### src/rtl/add_tree_sched.sv
// Round-robin scheduler sharing one pipelined saturating adder tree between NUM_CH channels.
// Tracks the owning channel alongside the tree latency and returns each result to its requester.
module add_tree_sched #(
    parameter int DATA_WIDTH = 6,
    parameter int NUM_TAPS   = 8,
    parameter int NUM_CH     = 4,
    parameter int TREE_LAT   = 2,
    localparam int CH_W      = (NUM_CH > 1) ? $clog2(NUM_CH) : 1,
    localparam int INF_W     = $clog2(TREE_LAT + 3)
) (
    input  logic                                             clk,
    input  logic                                             rst,
    input  logic [NUM_CH-1:0]                                req_valid,
    input  logic signed [NUM_CH-1:0][NUM_TAPS-1:0][DATA_WIDTH-1:0] req_data,
    output logic [NUM_CH-1:0]                                req_ready,
    output logic signed [NUM_TAPS-1:0][DATA_WIDTH-1:0]       tree_in,
    input  logic signed [DATA_WIDTH-1:0]                     tree_out,
    output logic [NUM_CH-1:0]                                rsp_valid,
    output logic signed [DATA_WIDTH-1:0]                     rsp_data,
    output logic [CH_W-1:0]                                  rsp_ch,
    output logic [INF_W-1:0]                                 inflight,
    output logic                                             idle
);

    typedef struct packed {
        logic            valid;
        logic [CH_W-1:0] ch;
    } tag_t;

    tag_t            tags [0:TREE_LAT];
    logic [CH_W-1:0] ptr;
    logic [CH_W-1:0] gnt_ch;
    logic [CH_W-1:0] idx;
    logic            gnt_any;
    logic            ret;

    // Search upward from ptr, wrapping; the first pending channel wins.
    always_comb begin
        // NOTE: every output of this block gets a default first so no path leaves it unassigned (no latch).
        req_ready = '0;
        gnt_any   = 1'b0;
        gnt_ch    = '0;
        idx       = '0;
        if (!rst) begin
            for (int i = 0; i < NUM_CH; i++) begin
                idx = CH_W'((int'(ptr) + i) % NUM_CH);
                if (!gnt_any && req_valid[idx]) begin
                    gnt_any        = 1'b1;
                    gnt_ch         = idx;
                    req_ready[idx] = 1'b1;
                end
            end
        end
    end

    assign ret  = |rsp_valid;
    assign idle = (inflight == '0) && (req_valid == '0);

    always_ff @(posedge clk) begin
        if (rst) begin
            ptr       <= '0;
            tree_in   <= '0;
            // NOTE: the tag pipeline is reset so in-flight requests are dropped; it is a few flops, not a RAM.
            for (int k = 0; k <= TREE_LAT; k++) tags[k] <= '0;
            rsp_valid <= '0;
            rsp_data  <= '0;
            rsp_ch    <= '0;
            inflight  <= '0;
        end else begin
            if (gnt_any) begin
                ptr     <= (gnt_ch == CH_W'(NUM_CH - 1)) ? '0 : gnt_ch + 1'b1;
                tree_in <= req_data[gnt_ch];
            end
            tags[0] <= '{valid: gnt_any, ch: gnt_ch};
            for (int k = 1; k <= TREE_LAT; k++) tags[k] <= tags[k-1];

            // Last tag stage lines up with tree_out.
            rsp_valid <= tags[TREE_LAT].valid ? (NUM_CH'(1) << tags[TREE_LAT].ch) : '0;
            rsp_data  <= tree_out;
            rsp_ch    <= tags[TREE_LAT].ch;

            if (gnt_any && !ret)      inflight <= inflight + 1'b1;
            else if (!gnt_any && ret) inflight <= inflight - 1'b1;
        end
    end

endmodule

### config.mk
export PLATFORM = sky130hd
export DESIGN_NAME = add_tree_sched
export DESIGN_NICKNAME = d
export VERILOG_FILES = /design/src/rtl/add_tree_sched.sv
export SDC_FILE = /design/constraint.sdc
export NUM_CORES = 1
export LEC_CHECK = 0
export ABC_AREA = 1
export ABC_CLOCK_PERIOD_IN_PS = 3380
export CORE_MARGIN = 3
export CORE_UTILIZATION = 42
export DETAILED_ROUTE_END_ITERATION = 8
export GPL_TIMING_DRIVEN = 0
export HOLD_SLACK_MARGIN = 0.06
export PLACE_DENSITY = 0.84
export SLEW_MARGIN = 0
export SYNTH_ARGS = -nofsm -noshare
export SYNTH_HDL_FRONTEND = slang
export SYNTH_SLANG_ARGS = --single-unit
### constraint.sdc
create_clock -name clk -period 3.38 [get_ports clk]
set_input_delay 0.676 -clock clk [delete_from_list [all_inputs] [get_ports clk]]
set_output_delay 0.676 -clock clk [all_outputs]
set_load 0.005 [all_outputs]
After elaboration in Yosys (flattened, before gate mapping):

Memories as Yosys holds them, arrays and structs flattened.
Index checks and enable logic that the tools add are counted.

* reduce and logical (&&, ||, !) cells: 20
* shift operators: 1
* eq/ne operators: 1
* add/sub/neg operators: 6
* multiplexer cells: 48
* bitwise logic cells: 7
* $lt $le $gt $ge: 9

Operators by type and width (count)
* 48-bit binary-select mux with 2-bit select: 1
* 48-bit 2-to-1 mux: 1
* 4-bit 2-to-1 mux: 8
* 1-bit 2-to-1 mux: 19
* 2-bit by 3-bit less-than comparator with 1-bit output (second input constant): 5
* 3-bit 2-to-1 mux: 5
* 2-bit 2-to-1 mux: 6
* 4-bit OR: 3
* 1-bit logical AND: 10
* 1-bit binary-select mux with 2-bit select: 4
* 1-bit demux with 2-bit select: 4
* 2-bit by 1-bit >= comparator with 1-bit output (second input constant): 4
* 1-bit zero test: 5
* 2-bit by 1-bit adder with 2-bit output (second input constant): 2
* 2-bit adder (second input constant): 2
* 4-bit zero test: 1
* 4-bit OR reduction: 1
* 1-bit by 2-bit << shifter with 4-bit output (first input constant): 1
* 3-bit by 1-bit adder with 3-bit output (second input constant): 1
* 3-bit zero test: 1
* 1-bit OR: 3
* 3-bit by 1-bit subtractor with 3-bit output (second input constant): 1
* 2-bit == test (second input constant): 1
* 2-bit nonzero test: 1
* other kinds (2): 2

* RAM bits: 9
* output and inout port bits: 68
* flip-flop bits (word level): 65
* memories kept: 1
* word-level logic and storage cells: 106
* bits of input ports: 204

Memories
* tags: depth 3, width 3, rd ports 3, clocked after Yosys merged registers in 0, wr ports 3, line 30 `tag_t tags [0:TREE_LAT];`

Depth between registers and ports, before layout:

* word-level depth: 20
* gate-level depth with buffers: 18
* gate-level depth less buffers: 15

Worst setup path after synthesis:

No wires, ideal clock.

* path kind: in2reg
* start: in rst
* end: reg inflight[2]
* slack: 593 ps
* stages on the path: 12
* buffers on the path: 4
* required time: 3258 ps
* setup time: 122 ps
* arrival: 2665 ps
* path through: clkbuf_1 -> nor2_2 -> buf_2 -> buf_2 -> buf_2 -> ha_1 -> inv_1 -> fa_1 -> a21oi_1 -> o21ai_0 -> o21ai_0 -> a21oi_1

* word-level cells in the longest chain between the ends: 4
* elaborated cells on any way between the ends: 6
* those cells by class: 2 x mux; 4 x reduce/logical

Ends and longest elaborated chain
* from (decl): line 12 `input logic rst,`
* 1-bit 2-to-1 mux (*): line 44 `if (!rst) begin`
* named net gnt_any: line 34 `logic gnt_any;`
* 1-bit zero test: line 83 `else if (!gnt_any && ret) inflight <= inflight - 1'b1;`
* 1-bit logical AND: line 83
* 2-bit nonzero test (no source line)
* to (signal assigned): line 82 `if (gnt_any && !ret) inflight <= inflight + 1'b1;`
* to (signal assigned): line 83
* to (decl): line 21 `output logic [INF_W-1:0] inflight,`

The timed path passes the listed nets; every way through them passes the cells marked *.
A chain may end at the register's enable or synchronous reset.

Worst setup path after layout:

* start: reg ptr[0]
* end: out req_ready[2]

* word-level cells in the longest chain between the ends: 16
* elaborated cells on any way between the ends: 54
* those cells by class: 3 x add/sub; 8 x order compare; 30 x mux; 3 x bitwise; 10 x reduce/logical

Ends and longest elaborated chain
* from (decl): line 31 `logic [CH_W-1:0] ptr;`
* from (signal assigned): line 71 `ptr <= (gnt_ch == CH_W'(NUM_CH - 1)) ? '0 : gnt_ch + 1'b1;`
* parallel branches: the longest is 14 deep, another holds 2-bit by 3-bit less-than comparator with 1-bit output
* 4-bit 2-to-1 mux (*): line 47 `if (!gnt_any && req_valid[idx]) begin`
* 4-bit 2-to-1 mux (*): line 44
* to (decl): line 15 `output logic [NUM_CH-1:0] req_ready,`

Mark *: on every way between the ends. The select of a mux whose other input is x is not followed.

==> report_table.html <==
<table>
<tr><th>Metric</th><th>Value</th></tr>
<tr><th colspan="2">Yosys</th></tr>
<tr><td>Biggest area consumer among synthesized cells</td><td>sky130_fd_sc_hd__dfxtp_1</td></tr>
<tr><td>Number of cells produced by synthesis</td><td>977</td></tr>
<tr><td>Post-synthesis instance area</td><td>between 5000 and 6000 µm²</td></tr>
<tr><td>Post-synthesis register bit count</td><td>74</td></tr>
<tr><td>Post-synthesis area per instance</td><td>5.85 µm²</td></tr>
<tr><td>Number of distinct standard cells referenced by the synthesized netlist</td><td>35</td></tr>
<tr><td>Sequential cell area fraction in the yosys report</td><td>between 20 and 30%</td></tr>
<tr><td>Count of synthesis-stage warnings from yosys</td><td>0</td></tr>
<tr><td>Net count after synthesis</td><td>1,191</td></tr>
<tr><td>Synth top area share</td><td>between 20% and 30%</td></tr>
<tr><td>Leading post-synthesis cells by cell area</td><td>sky130_fd_sc_hd__dfxtp_1 26%, sky130_fd_sc_hd__nand2_1 17%, sky130_fd_sc_hd__inv_1 16%</td></tr>
<tr><th colspan="2">Critical path</th></tr>
<tr><td>CP arrival</td><td>approximately 2500 ps</td></tr>
<tr><td>Worst-path fanout max</td><td>10</td></tr>
<tr><td>CP max-delay cell</td><td>sky130_fd_sc_hd__clkdlybuf4s50_1</td></tr>
<tr><td>Dominant cell type by count on the critical path</td><td>sky130_fd_sc_hd__inv_1</td></tr>
<tr><td>FF-to-FF setup slack</td><td>between 900 and 1000 ps</td></tr>
<tr><td>First element of the critical path</td><td>ptr[0]</td></tr>
<tr><td>Critical Path Source Type</td><td>register</td></tr>
<tr><td>Worst EP required</td><td>2700 ps</td></tr>
<tr><td>Classification of the worst setup path</td><td>register to output port</td></tr>
<tr><td>Maximum cell stage delay along the critical path</td><td>490 ps</td></tr>
<tr><td>Reg2Reg Launch Point</td><td>ptr[0]</td></tr>
<tr><td>Path depth of the worst reg2reg path</td><td>15</td></tr>
<tr><td>Endpoint of the lowest-slack register-to-register path</td><td>tree_in[36]</td></tr>
<tr><td>Type of destination of the critical path</td><td>output port</td></tr>
<tr><td>Cell Chain, Critical Path</td><td>buf_8, inv_6, ha_4, inv_1, nand3_1, nand2_1, nor2_4, inv_1, o22ai_1, a31oi_1, o21ai_0, nand2_1, inv_1, clkdlybuf4s50_1</td></tr>
<tr><th colspan="2">Drt</th></tr>
<tr><td>Remaining number of nets flagged by the antenna check after routing</td><td>0</td></tr>
<tr><td>Final Routed Wirelength</td><td>roughly 23 mm</td></tr>
<tr><td>Via-to-Cell Ratio</td><td>slightly below 5</td></tr>
<tr><td>Detailed Routing Iterations Pass 1</td><td>5</td></tr>
<tr><td>Number of vias after detailed routing</td><td>approximately 7,100</td></tr>
<tr><td>Average routed wire per standard cell</td><td>~16 µm</td></tr>
<tr><td>Residual DRC count</td><td>0</td></tr>
<tr><td>DRT iter0 DRCs</td><td>between 400 and 500</td></tr>
<tr><th colspan="2">GRT</th></tr>
<tr><td>Global route total overflow</td><td>0</td></tr>
<tr><td>Via count of the first global-routing pass</td><td>about 6,800</td></tr>
<tr><td>Largest net degree at the start of global routing</td><td>14</td></tr>
<tr><td>Global Route Usage Sum</td><td>a little under a third</td></tr>
<tr><td>Antenna violations before repair</td><td>1</td></tr>
<tr><td>Global-route wire length before repair</td><td>roughly 35 mm</td></tr>
<tr><th colspan="2">Clock network</th></tr>
<tr><td>Number of buffers created by CTS</td><td>9</td></tr>
<tr><td>Clock insertion delay at the later pin of the skew report</td><td>~350 ps</td></tr>
<tr><td>TritonCTS Sinks</td><td>between 70 and 80</td></tr>
<tr><td>Register clock-pin slew on the reported worst setup and hold paths</td><td>around 60 ps</td></tr>
<tr><td>H-tree levels</td><td>3</td></tr>
<tr><td>TritonCTS clock tree</td><td>yes</td></tr>
<tr><td>Root cell of the clock tree</td><td>sky130_fd_sc_hd__clkbuf_16</td></tr>
<tr><td>Maximum count of clock buffers along a single path</td><td>2</td></tr>
<tr><th colspan="2">Finish</th></tr>
<tr><td>Area growth from synthesis to layout</td><td>57.3%</td></tr>
<tr><td>Number of standard cells in the layout, taps in and fillers out</td><td>1,436</td></tr>
<tr><td>Core utilization of the finished layout</td><td>between 60% and 70%</td></tr>
<tr><td>Share of layout cells above drive strength 1</td><td>~8.4%</td></tr>
<tr><td>Final net count</td><td>1,473</td></tr>
<tr><td>Number of antenna cells inserted</td><td>0</td></tr>
<tr><th colspan="2">Placement</th></tr>
<tr><td>Final weighted congestion of routability-driven global placement</td><td>0.960</td></tr>
<tr><td>Quantity of I/O buffers inserted on ports</td><td>271</td></tr>
<tr><td>Post-DP HPWL</td><td>about 18 mm</td></tr>
<tr><td>Pre-CTS worst setup slack</td><td>-434 ps</td></tr>
<tr><td>Total placed cells including tap cells</td><td>between 1,000 and 1,500</td></tr>
<tr><th colspan="2">Hold path</th></tr>
<tr><td>Hold-critical path depth</td><td>2</td></tr>
<tr><td>Hold Path Origin</td><td>tags[0][0]</td></tr>
<tr><td>Kind of path behind the tightest hold check</td><td>register to register</td></tr>
<tr><td>Min-Delay Endpoint</td><td>tags[0][3]</td></tr>
<tr><th colspan="2">STA</th></tr>
<tr><td>Final worst slack</td><td>172 ps</td></tr>
<tr><td>Final hold violation count</td><td>0</td></tr>
<tr><td>Worst slew slack as a fraction of its limit</td><td>around three fifths</td></tr>
<tr><td>Share of the clock period used by the worst path after layout</td><td>between 90% and 100%</td></tr>
<tr><td>Worst Tran Pin Value</td><td>roughly 580 ps</td></tr>
<tr><td>Worst clock skew on the final layout</td><td>between 10 and 15 ps</td></tr>
<tr><td>Shortest clock period the worst path allows after layout</td><td>between 3000 and 4000 ps</td></tr>
<tr><td>Achievable clock frequency</td><td>0.312 GHz</td></tr>
<tr><td>Final setup fails</td><td>0</td></tr>
<tr><td>Final slew viol count</td><td>0</td></tr>
<tr><td>Setup repair after global routing missed its margin</td><td>false</td></tr>
<tr><th colspan="2">Floorplan</th></tr>
<tr><td>Horiz. Die Dim</td><td>around 120 µm</td></tr>
<tr><td>Die footprint</td><td>around 15,000 µm²</td></tr>
<tr><td>Die outline height</td><td>~120 µm</td></tr>
<tr><td>Core area</td><td>approximately 13,000 µm²</td></tr>
<tr><td>Starting density of the core</td><td>between 40 and 50%</td></tr>
<tr><td>Cell row count</td><td>41</td></tr>
<tr><td>Number of top-level design ports</td><td>~270</td></tr>
<tr><th colspan="2">Power and ir drop</th></tr>
<tr><td>Total power divided by cell area</td><td>around 560 nW/µm²</td></tr>
<tr><td>Total power</td><td>between 5 and 6 mW</td></tr>
<tr><td>Peak supply drop</td><td>around 330 µV</td></tr>
<tr><td>Leakage power figure</td><td>4.81 nW</td></tr>
<tr><th colspan="2">Status</th></tr>
<tr><td>Result of the run</td><td>completed</td></tr>
<tr><th colspan="2">Job</th></tr>
<tr><td>Max-cap violations</td><td>0</td></tr>
</table>
==> flip-flops by register name, indices dropped and copies added (netlist names) <==
register / flops
tree_in: 48
inflight: 3
rsp_ch: 2
tags: 9
rsp_data: 6
ptr: 2
rsp_valid: 4
==> cell usage after synthesis <==
cell type,count
sky130_fd_sc_hd__buf_2,36
sky130_fd_sc_hd__ha_1,9
sky130_fd_sc_hd__fa_1,1
sky130_fd_sc_hd__dfxtp_1,74
sky130_fd_sc_hd__a22oi_1,1
sky130_fd_sc_hd__nor2_1,29
sky130_fd_sc_hd__inv_6,1
sky130_fd_sc_hd__nand3_4,2
sky130_fd_sc_hd__nand4_1,82
sky130_fd_sc_hd__buf_1,4
sky130_fd_sc_hd__nor4_1,4
sky130_fd_sc_hd__nand2_4,2
sky130_fd_sc_hd__buf_6,5
sky130_fd_sc_hd__nor4_4,1
sky130_fd_sc_hd__nand3_2,13
sky130_fd_sc_hd__o21ai_2,1
sky130_fd_sc_hd__o21ai_1,1
sky130_fd_sc_hd__xor2_1,1
sky130_fd_sc_hd__buf_4,4
sky130_fd_sc_hd__nor2_2,1
sky130_fd_sc_hd__a31oi_1,2
sky130_fd_sc_hd__a21oi_1,4
sky130_fd_sc_hd__clkbuf_1,17
sky130_fd_sc_hd__a21oi_2,1
sky130_fd_sc_hd__o21ai_0,18
sky130_fd_sc_hd__o211ai_1,1
sky130_fd_sc_hd__nand3_1,137
sky130_fd_sc_hd__nand2_2,6
sky130_fd_sc_hd__inv_1,242
sky130_fd_sc_hd__o22ai_1,2
sky130_fd_sc_hd__a21boi_0,1
sky130_fd_sc_hd__nand2_1,266
sky130_fd_sc_hd__inv_2,6
sky130_fd_sc_hd__buf_12,1
sky130_fd_sc_hd__nor2_8,1
==> final cells by class <==
class                           count  area (µm²)
Tap cell                          172         215
Clock buffer                       11         243
Buffer                             66         374
Inverter                          249         940
Timing Repair Buffer              272        2730
Fill cell                        1139        3990
Sequential cell                    74        1490
Multi-Input combinational cell    587        2960
Clock inverter                      5        37.5
==> cells in the final DEF (no fill, tap or decap), types with 6 or more instances in the layout <==
| master | netlist | final |
|---|---|---|
| sky130_fd_sc_hd__clkbuf_16 | 0 | 9 |
| sky130_fd_sc_hd__nand3_1 | 137 | 137 |
| sky130_fd_sc_hd__nand3_2 | 13 | 13 |
| sky130_fd_sc_hd__nand2_1 | 266 | 265 |
| sky130_fd_sc_hd__dfxtp_1 | 74 | 72 |
| sky130_fd_sc_hd__ha_1 | 9 | 8 |
| sky130_fd_sc_hd__clkbuf_1 | 17 | 14 |
| sky130_fd_sc_hd__nand4_1 | 82 | 82 |
| sky130_fd_sc_hd__nand2_2 | 6 | 7 |
| sky130_fd_sc_hd__buf_2 | 36 | 34 |
| sky130_fd_sc_hd__buf_4 | 4 | 7 |
| sky130_fd_sc_hd__inv_2 | 6 | 6 |
| sky130_fd_sc_hd__clkdlybuf4s50_1 | 0 | 267 |
| sky130_fd_sc_hd__inv_1 | 242 | 242 |
| sky130_fd_sc_hd__o21ai_0 | 18 | 17 |
| sky130_fd_sc_hd__nor2_1 | 29 | 28 |
==> worst max-delay path, delay by kind of cell (launching register included) <==
family | cells | cell delay (ps)
AND/OR/NAND/NOR | 4 | 390
flip-flops | 1 | 380
buffers and inverters | 6 | 870
adder cells (fa/ha/maj) | 1 | 280
AO/OA/AOI/OAI | 3 | 280
==> kinds of logic after synthesis <==
family	count (synthesis)	synth area share (%)
simple gates	544	45.6
fa+ha+maj	10	2.32
xor+xnor	1	0.153
flops	74	25.9
buf+inv	316	22.8
compound gates	32	3.15
==> per-layer routing <==
metal / part of all wire [%] / vias to the layer above / track usage [%] / wire length, µm
li1: - / 3572 / - / -
met1: 39 / 3173 / 36.8 / 8970
met2: 48 / 340 / 52.3 / 11100
met3: 9.5 / 44 / 7.19 / 2170
met4: 2.9 / 2 / 9.87 / 652
met5: 0.057 / - / 0 / 13
==> worst max path at each step <==
stage	to	slack (ps)	cells past startpoint
floorplan	inflight[2]	590	12
global placement	idle	-430	6
detailed placement	idle	-430	6
CTS	req_ready[2]	20	13
global route	req_ready[3]	10	14
finish	req_ready[2]	170	14
==> report_power, final <==
part	internal (mW)	switching (mW)	total (mW)	leakage [nW]
Clock	0.520	0.407	0.928	0.132
Combinational	1.23	1.61	2.84	4.06
Sequential	1.09	0.137	1.23	0.616
Total	2.85	2.16	5.00	4.81
==> timing repair <==
action                     4_1_cts  5_1_grt
pin swaps                        1        3
resized for setup                7       15
setup endpoints to repair        6        6
buffers inserted                 1        0
hold buffers                     0        0
==> stage by stage <==
step | setup TNS (ps) | area, µm² | hold slack, ps
after floorplan | 0 | 5710 | 388
after global placement | -1120 | 8640 | 390
after detailed placement | -1350 | 8640 | 401
after CTS | 0 | 8940 | 406
after global routing | 0 | 8990 | 431
final | 0 | 8990 | 407
(Power assumes the default switching activity.)
